==> config.mk <==
export PLATFORM = sky130hd
export DESIGN_NAME = sid_cmd_sequencer
export DESIGN_NICKNAME = d
export VERILOG_FILES = /design/src/rtl/sid_pkg.sv /design/src/rtl/sync_fifo.sv /design/src/rtl/sid_cmd_sequencer.sv
export SDC_FILE = /design/constraint.sdc
export NUM_CORES = 2
export LEC_CHECK = 0
export CAP_MARGIN = 20
export CORE_ASPECT_RATIO = 0.7
export CORE_UTILIZATION = 45
export CTS_CLUSTER_SIZE = 10
export DETAILED_ROUTE_END_ITERATION = 8
export HOLD_SLACK_MARGIN = 0.1
export PLACE_DENSITY = 0.66
export SYNTH_ARGS = -nofsm -noshare
export SYNTH_HDL_FRONTEND = slang
export SYNTH_SLANG_ARGS = --single-unit
==> constraint.sdc <==
create_clock -name SYS_CLK -period 4.1 [get_ports SYS_CLK]
set_clock_uncertainty 0.15 [all_clocks]
set_input_delay 0.82 -clock SYS_CLK [delete_from_list [all_inputs] [get_ports SYS_CLK]]
set_output_delay 0.82 -clock SYS_CLK [all_outputs]
set_load 0.02 [all_outputs]
==> src/rtl/sid_pkg.sv <==
// sid_pkg: command entry format and state encodings shared by the SID command sequencer.
package sid_pkg;
  localparam logic [7:0] CMD_DELAY = 8'h80;
  localparam logic [7:0] CMD_FLUSH = 8'hFF;
  typedef enum logic {CMD_WR = 1'b0, CMD_DLY = 1'b1} cmd_kind_e;
  typedef struct packed {
    cmd_kind_e   kind;
    logic [4:0]  addr;
    logic [15:0] value;
  } sid_cmd_t;
  typedef enum logic [1:0] {P_CMD, P_DATA, P_DLO, P_DHI} p_state_e;
  typedef enum logic [1:0] {X_IDLE, X_FETCH, X_WR, X_DLY} x_state_e;
endpackage

==> src/rtl/sync_fifo.sv <==
// sync_fifo: single-clock FIFO with registered level, flush, and registered read data (no fall-through).
module sync_fifo #(
  parameter int WIDTH = 22,
  parameter int DEPTH = 64,
  localparam int AW = $clog2(DEPTH),
  localparam int LW = AW + 1
) (
  input  logic             clk_i,
  input  logic             n_reset_i,
  input  logic             flush_i,
  input  logic             push_i,
  input  logic [WIDTH-1:0] din_i,
  input  logic             pop_i,
  output logic [WIDTH-1:0] dout_o,
  output logic [LW-1:0]    level_o,
  output logic             full_o,
  output logic             empty_o
);
  logic [WIDTH-1:0] mem_q [DEPTH];
  logic [AW-1:0]    wr_q, rd_q;
  logic [LW-1:0]    level_q;
  logic [WIDTH-1:0] dout_q;
  logic             push_ok, pop_ok;
  assign full_o  = level_q == LW'(DEPTH);
  assign empty_o = level_q == '0;
  assign push_ok = push_i & ~full_o;
  assign pop_ok  = pop_i & ~empty_o;
  assign level_o = level_q;
  assign dout_o  = dout_q;
  always_ff @(posedge clk_i or negedge n_reset_i) begin
    if (!n_reset_i) begin
      wr_q    <= '0;
      rd_q    <= '0;
      level_q <= '0;
      dout_q  <= '0;
    end else if (flush_i) begin
      wr_q    <= '0;
      rd_q    <= '0;
      level_q <= '0;
    end else begin
      if (push_ok) wr_q <= wr_q + 1'b1;
      if (pop_ok) begin
        rd_q   <= rd_q + 1'b1;
        dout_q <= mem_q[rd_q];
      end
      level_q <= level_q + LW'(push_ok) - LW'(pop_ok);
    end
  end
  always_ff @(posedge clk_i) begin
    if (push_ok && !flush_i) mem_q[wr_q] <= din_i;
  end
endmodule

==> src/rtl/sid_cmd_sequencer.sv <==
// sid_cmd_sequencer: parses host bytes into SID writes/delays, queues them, and replays them paced by clk_en.
module sid_cmd_sequencer
  import sid_pkg::*;
#(
  parameter int          FIFO_DEPTH = 64,
  parameter int          RTS_MARGIN = 8,
  parameter logic [7:0]  ADDR_MAX   = 8'h1F,
  localparam int         LW = $clog2(FIFO_DEPTH) + 1
) (
  input  logic          SYS_CLK,
  input  logic          n_reset,
  input  logic          clk_en,
  input  logic [7:0]    in_tdata,
  input  logic          in_tvalid,
  output logic          in_tready,
  output logic [7:0]    sid_addr,
  output logic [7:0]    sid_data,
  output logic          sid_n_cs,
  output logic          rts,
  output logic [LW-1:0] fifo_level,
  output logic          overflow,
  output logic          busy
);
  p_state_e   p_q;
  x_state_e   x_q;
  logic [4:0] reg_q;
  logic [7:0] lo_q, addr_q, data_q;
  logic [15:0] cnt_q;
  logic       ovf_q, rts_q;
  logic       push, pop, flush, full, empty, wr_now;
  sid_cmd_t   push_cmd, head;
  assign push  = in_tvalid & (p_q == P_DATA | p_q == P_DHI);
  assign flush = in_tvalid & p_q == P_CMD & in_tdata == CMD_FLUSH;
  assign pop   = x_q == X_IDLE & ~empty & ~flush;
  always_comb begin
    push_cmd.kind  = p_q == P_DHI ? CMD_DLY : CMD_WR;
    push_cmd.addr  = p_q == P_DHI ? 5'd0 : reg_q;
    push_cmd.value = p_q == P_DHI ? {in_tdata, lo_q} : {8'h00, in_tdata};
  end
  sync_fifo #(.WIDTH($bits(sid_cmd_t)), .DEPTH(FIFO_DEPTH)) u_fifo (
    .clk_i     (SYS_CLK),
    .n_reset_i (n_reset),
    .flush_i   (flush),
    .push_i    (push),
    .din_i     (push_cmd),
    .pop_i     (pop),
    .dout_o    (head),
    .level_o   (fifo_level),
    .full_o    (full),
    .empty_o   (empty)
  );
  always_ff @(posedge SYS_CLK or negedge n_reset) begin
    if (!n_reset) begin
      p_q   <= P_CMD;
      reg_q <= '0;
      lo_q  <= '0;
    end else if (in_tvalid) begin
      case (p_q)
        P_CMD: begin
          if (in_tdata <= ADDR_MAX) begin
            reg_q <= in_tdata[4:0];
            p_q   <= P_DATA;
          end else if (in_tdata == CMD_DELAY) p_q <= P_DLO;
        end
        P_DATA: p_q <= P_CMD;
        P_DLO: begin
          lo_q <= in_tdata;
          p_q  <= P_DHI;
        end
        P_DHI: p_q <= P_CMD;
      endcase
    end
  end
  // The strobe is combinational so chip select lines up with the clk_en cycle itself.
  assign wr_now = x_q == X_WR & clk_en;
  always_ff @(posedge SYS_CLK or negedge n_reset) begin
    if (!n_reset) begin
      x_q    <= X_IDLE;
      cnt_q  <= '0;
      addr_q <= '0;
      data_q <= '0;
    end else begin
      if (wr_now) begin
        addr_q <= {3'b000, head.addr};
        data_q <= head.value[7:0];
      end
      if (flush) x_q <= X_IDLE;
      else begin
        case (x_q)
          X_IDLE: if (!empty) x_q <= X_FETCH;
          X_FETCH: begin
            x_q   <= head.kind == CMD_DLY ? X_DLY : X_WR;
            cnt_q <= head.value;
          end
          X_WR: if (clk_en) x_q <= X_IDLE;
          X_DLY: begin
            if (clk_en) begin
              x_q   <= cnt_q == '0 ? X_IDLE : X_DLY;
              cnt_q <= cnt_q - 1'b1;
            end
          end
        endcase
      end
    end
  end
  always_ff @(posedge SYS_CLK or negedge n_reset) begin
    if (!n_reset) begin
      ovf_q <= 1'b0;
      rts_q <= 1'b1;
    end else begin
      ovf_q <= ovf_q | (push & full);
      rts_q <= (LW'(FIFO_DEPTH) - fifo_level) >= LW'(RTS_MARGIN);
    end
  end
  assign in_tready = 1'b1;
  assign sid_n_cs  = ~wr_now;
  assign sid_addr  = wr_now ? {3'b000, head.addr} : addr_q;
  assign sid_data  = wr_now ? head.value[7:0] : data_q;
  assign rts       = rts_q;
  assign overflow  = ovf_q;
  assign busy      = x_q != X_IDLE | fifo_level != '0;
endmodule

* Word-level counts from Yosys, hierarchy flattened
Memories as Yosys holds them, arrays and structs flattened. A register that Yosys moved wholly into a read port is not among the register bits. Index checks and enable logic that the tools add are counted.
Word-level totals: register bits after elaboration 70, bits in writable memories 1408, input bits 12, memories kept 1
Memories:
- u_fifo.mem_q | depth 64, bits a word 22, read ports 1, clocked after Yosys merged registers in 1, wr ports 1, RTL line sync_fifo.sv:19 | logic [WIDTH-1:0] mem_q [DEPTH];
Cells by class: add/sub/neg operators 6, $lt $le $gt $ge 2, equal/unequal tests 14, muxes and demuxes 24, bitwise operators 16, reduce and logical (&&, ||, !) cells 19
Operators with widths (count):
- 2-to-1 mux 16 bit | 2
- case mux 16 bit (2 select lines) | 1
- 2-to-1 mux 6 bit | 4
- == test 8 bit, second input constant | 2
- zero test 16 bit | 1
- 2-to-1 mux 8 bit | 2
- subtractor 16 x 1 -> 16 bit, second input constant | 1
- 2-to-1 mux 2 bit | 7
- adder 6 x 1 -> 6 bit, second input constant | 2
- AND 1 bit | 9
- != test 3 bit, second input constant | 3
- AND reduction 3 bit | 3
- == test 2 bit, second input constant | 4
- <= comparator 8 x 5 -> 1 bit, second input constant | 1
- case mux 2 bit (4 select lines) | 1
- nonzero test 2 bit | 4
- adder 7 x 1 -> 7 bit | 1
- == test 7 bit, second input constant | 1
- >= comparator 7 x 4 -> 1 bit, second input constant | 1
- zero test 7 bit | 1
- 2-to-1 mux 7 bit | 1
- nonzero test 7 bit | 1
- subtractor 7 x 1 -> 7 bit | 1
- subtractor 7 bit, first input constant | 1
- other kinds (13) | 26

* Logic depth before layout (Yosys ltp)
depth in word-level cells 8, depth in mapped cells 18, depth with buffers taken out 17

* Modules after synthesis
A second synthesis with hierarchy kept.
Unflattened totals: cell total of the unflattened synthesis 2802, area total of the unflattened synthesis 58511.1 um2
Modules (own cells, without submodules):
- sync_fifo | times used 1, cells each 2546, area an instance 55794.8 um2
- sid_cmd_sequencer | times used 1, cells each 256, area an instance 2716.4 um2

* Least setup slack after synthesis
Ideal clock, no wire load.
path kind reg-to-reg, start register u_fifo.level_q[3] (netlist: u_fifo.level_o[3]), end memory u_fifo.mem_q[48][0] (enable), arrival 3.921 ns, slack -0.428 ns, stages on the path, launching flop included 7, path buffers 0, period minus slack after synthesis 4.528 ns, cell sequence dfrtp_1 > inv_1 > ha_1 > nor3b_2 > a31oi_1 > nand4b_1 > nor4_1
Between the ends: word-level cells in the longest chain between the ends 6
RTL lines:
- start: declaration | RTL line sync_fifo.sv:21 | logic [LW-1:0] level_q;
- start signal: assignment | RTL line sync_fifo.sv:46 | level_q <= level_q + LW'(push_ok) - LW'(pop_ok);
- == test 7 bit | RTL line sync_fifo.sv:24 | assign full_o = level_q == LW'(DEPTH);
- NOT 1 bit | RTL line sync_fifo.sv:26 | assign push_ok = push_i & ~full_o;
- AND 1 bit | RTL line sync_fifo.sv:26
- logical AND 1 bit | RTL line sync_fifo.sv:50 | if (push_ok && !flush_i) mem_q[wr_q] <= din_i;
- 2-to-1 mux 1 bit | RTL line sync_fifo.sv:50
- 2-to-1 mux 1 bit (not written as such) | RTL line sync_fifo.sv:50
- end: declaration | RTL line sync_fifo.sv:19
Every way passes these cells.

* Worst setup path after layout
start register x_q[0], end output port sid_data[4]
Between the ends: word-level cells in the longest chain between the ends 3
RTL lines:
- start: declaration | RTL line sid_cmd_sequencer.sv:25 | x_state_e x_q;
- start signal: assignment | RTL line sid_cmd_sequencer.sv:92 | x_q <= head.kind == CMD_DLY ? X_DLY : X_WR;
- start signal: assignment | RTL line sid_cmd_sequencer.sv:98 | x_q <= cnt_q == '0 ? X_IDLE : X_DLY;
- == test 2 bit | RTL line sid_cmd_sequencer.sv:75 | assign wr_now = x_q == X_WR & clk_en;
- AND 1 bit | RTL line sid_cmd_sequencer.sv:75
- 2-to-1 mux 8 bit | RTL line sid_cmd_sequencer.sv:118 | assign sid_data = wr_now ? head.value[7:0] : data_q;
- end: declaration | RTL line sid_cmd_sequencer.sv:17 | output logic [7:0] sid_data,
Every way passes these cells.

==> results.md <==
* IO buf count at 38
* Routed len/inst at between 20 and 30 um
* Tmin final at 4.06 ns
* Storage cell area at ~45000 um2
* Buf/Inv on CP at 2
* DRT iter0 DRCs at roughly 4400
* Global-route wire length before repair at between 200 and 250 mm
* Commonest non-fill, non-tap cells in the layout: edfxtp_1 (1408), mux2i_1 (320), mux4_2 (203)
* Logic pwr share at ~29%
* Startpoint Class: register
* Met3 GRT Util at between 6 and 7%
* Layout cells sized above 1 at between 20% and 30%
* H-Tree Depth at 4
* Die footprint at approximately 130000 um2
* Drt first pass iters at 6
* Average size of a mapped cell at about 19 um2
* Clock transition at the registers of the reported paths at 0.06 ns
* Yosys cell types at a little over 60
* Sinks on Clock Net at 1500
* Grt met1 use at 36.4%
* Cell Pwr Density at ~660 nW/um2
* Adder-cell share of the synthesized area at less than 1%
* Seq cells post-synth at 1500
* Simple-gate share of the synthesized area at 3.52%
* Clock Power Share at a little under a third
* Most common cell after layout, fill and taps aside: edfxtp_1
* Crit path max fanout at 11
* Multiplexer share of the synthesized area at ~14%
* Clock Latency Late Sink at roughly 0.8 ns
* Initial antenna violation count at 5
* Largest family of logic cells by synthesized area: multiplexers
* Synth Instances at 3124
* Maximum operating frequency at 246 MHz
* Busiest grt layer: met1
* Synth Area in Compound Gates at 4.54%
* Leak pwr at around 24 nW
* Core Box Area at 129000 um2
* Die Height at 305 um
* Root Buffer: clkbuf_16
* Largest net degree at the start of global routing at between 70 and 80
* Sw Pwr at 0.0146 W
* HP Start: addr_q[6]
* Slowest CP cell: dfrtp_1
* Routed Antenna Nets at 0
* GR Util All Layers at 23.1%
* Final Hold Fails at 0
* Min-Delay Path Class: register to register
* I/O pin cnt at 40
* Worst hold slack at around 0.33 ns
* CP top delay family: buffers and inverters
* Vias in the first global route at a little under 30000
* Number of synthesized flops with an enable pin at roughly 1400
* Worst-Margin Slew at 1.11 ns
* Vias at roughly 31000
* R2R Setup Slk at slightly below 0.8 ns
* Switch share at approximately 33%
* Async set-reset flop share out of synthesis at between 6 and 7%
* Reg power frac at 40.6%
* Worst slew margin at 25.5%
* Aggregate routed wire length at between 150 and 200 mm
* Status: finished clean
* CP endpoint kind: output pin
* Die X at 434 um
* Setup-failing EPs final at 0
* VDD IR max at about 0.00048 V
* Avg Vias per Cell at approximately 6.0
* Multi-input combinational cell area at roughly 13000 um2
* Fill count at around 10000
* Nets@finish at 3386
* GP Congestion at approximately 0.93
* Yosys Warn Count at 0
* Max Slew Vio Count at 0
* Worst Path Class, Setup: register to output pin
* P&R area growth vs syn at 14.3%
* CTS tree: built
* GRT met2 Usage at 30.6%
* CTS buffer count at around 170
* Clock Tree Buf Depth at 3
* Residual DRC count at 0
* Synth Cell Area at around 60000 um2
* Total congestion overflow at 0
* Crit. Startpoint: x_q[0]
* DP HPWL at 92.9 mm
* RSZ-0062 raised after global routing: false
* Ys flop type: edfxtp_1
* Tcrit/Tclk final at 99.1%
* Pwr Total at between 0.04 and 0.05 W
* RR Startpoint: u_fifo.rd_q[3]
* Row cnt at 110
* CP Data Required Time at approximately 3.1 ns
* Setup_tns at 0 ns
* Syn_nets at about 3200
* Worst path arrival time at 3.09 ns
* Worst path max stage delay at ~0.8 ns
* Internal power at about 0.030 W
* Seq/Total Area, Yosys at ~76%
* Max_cap viols at 0
* Worst-path cell chain: nand3b_1, buf_4, mux2_2, clkdlybuf4s50_1
* Post-Synth XOR/XNOR Area at less than 1%
* Initial Util at a little under half
==> area by class of cell <==
cell class              instances  share of cell area (%)
clock inverters                12                   0.294
repair buffers                245                    3.32
clock buffers                 260                    6.82
inverters                      22                   0.123
diodes                          2                 0.00743
flip-flops and latches       1500                    66.2
well taps                    1736                    3.22
multi-input cells            1423                    20.0
==> worst reg2reg max path, cell delays in order, from the launching register on <==
cell      delay (ns)
dfrtp_1         0.61
buf_4           0.36
and2_1          0.55
a22o_1          0.41
a221oi_1        0.69
nor3_1          0.13
a21oi_1         0.20
nand3_1         0.10
==> kinds of logic (layout without fill, tap and decap cells) <==
| kind of cell | after synthesis | in the layout |
|---|---|---|
| flip-flops | 1500 | 1500 |
| buffers and inverters | 201 | 539 |
| other | 1 | 3 |
| XOR/XNOR | 13 | 13 |
| adder cells (fa/ha/maj) | 15 | 15 |
| AO/OA/AOI/OAI | 398 | 398 |
| multiplexers | 558 | 558 |
| AND/OR/NAND/NOR | 438 | 438 |
==> metrics by stage <==
| step | instances | util (%) | area [um2] | setup slack, ns |
|---|---|---|---|---|
| after floorplan | 3124 | - | 58900 | 0.458 |
| final | 5200 | 52.1 | 67400 | 0.0369 |
| after detailed placement | 4924 | 48.4 | 62500 | 0.133 |
| after global routing | 5198 | 52.1 | 67300 | 0.0127 |
| after global placement | 4924 | 48.4 | 62500 | 0.122 |
| after CTS | 5197 | 52.1 | 67300 | 0.0918 |
==> routing by layer <==
metal | up-vias | routed length (um)
met5 | - | 249
met4 | 4 | 3190
met3 | 202 | 18500
met2 | 1699 | 63200
met1 | 16237 | 67500
li1 | 13096 | -
==> what timing repair did <==
action,in CTS,in global routing
endpoints found under the hold margin,42,0
pin swaps,0,0
cloned,0,0
hold buffers,1,0
setup buffers,0,1
gates resized for setup,1,1
setup endpoints to repair,1,5
==> worst paths after layout <==
| path | depth (start not counted) | to |
|---|---|---|
| max | 4 | sid_data[4] |
| min | 1 | addr_q[6] |
| max reg2reg | 7 | u_fifo.dout_o[10] |
| min reg2reg | 1 | addr_q[6] |
| max in group asynchronous | 3 | data_q[5] |
| min in group asynchronous | 2 | u_fifo.level_o[3] |
==> Yosys cell counts, drive strengths merged, types with 8 or more instances <==
cell type	number	area share, %
clkbuf	77	0.49
mux2	35	0.67
buf	102	1.3
inv	22	0.14
mux4	203	7.8
nor3	37	0.32
mux2i	320	5.4
nand3b	9	0.11
nand4	13	0.14
nor2b	15	0.16
nor2	117	0.75
a221oi	21	0.31
nand2	127	0.81
a22o	25	0.37
and2	13	0.14
o21ai	73	0.62
edfxtp	1408	72
ha	14	0.30
a22oi	137	1.7
and3	10	0.11
a21oi	83	0.71
xnor2	8	0.12
o22ai	11	0.12
dfrtp	91	3.9
nand3	66	0.56
o2bb2ai	8	0.12
a31oi	10	0.11
==> state kept, by name, summed over array words and instances, names as in the netlist <==
| signal | count |
|---|---|
| u_fifo.mem_q | 1408 |
| u_fifo.dout_o | 22 |
| cnt_q | 16 |
| addr_q | 8 |
| data_q | 8 |
| lo_q | 8 |
| u_fifo.level_o | 7 |
| u_fifo.rd_q | 6 |
| u_fifo.wr_q | 6 |
| reg_q | 5 |
| p_q | 2 |
| x_q | 2 |
| overflow | 1 |
| rts | 1 |
==> power groups by stage <==
stage / Combinational, W / Clock [W] / Sequential, W
CTS: 0.0128 / 0.0137 / 0.0180
global route: 0.0136 / 0.0143 / 0.0180
global placement: 0.0127 / 0 / 0.0183
finish: 0.0129 / 0.0135 / 0.0180
detailed placement: 0.0127 / 0 / 0.0183
floorplan: 0.00826 / 0 / 0.0178
(Power assumes the default switching activity.)
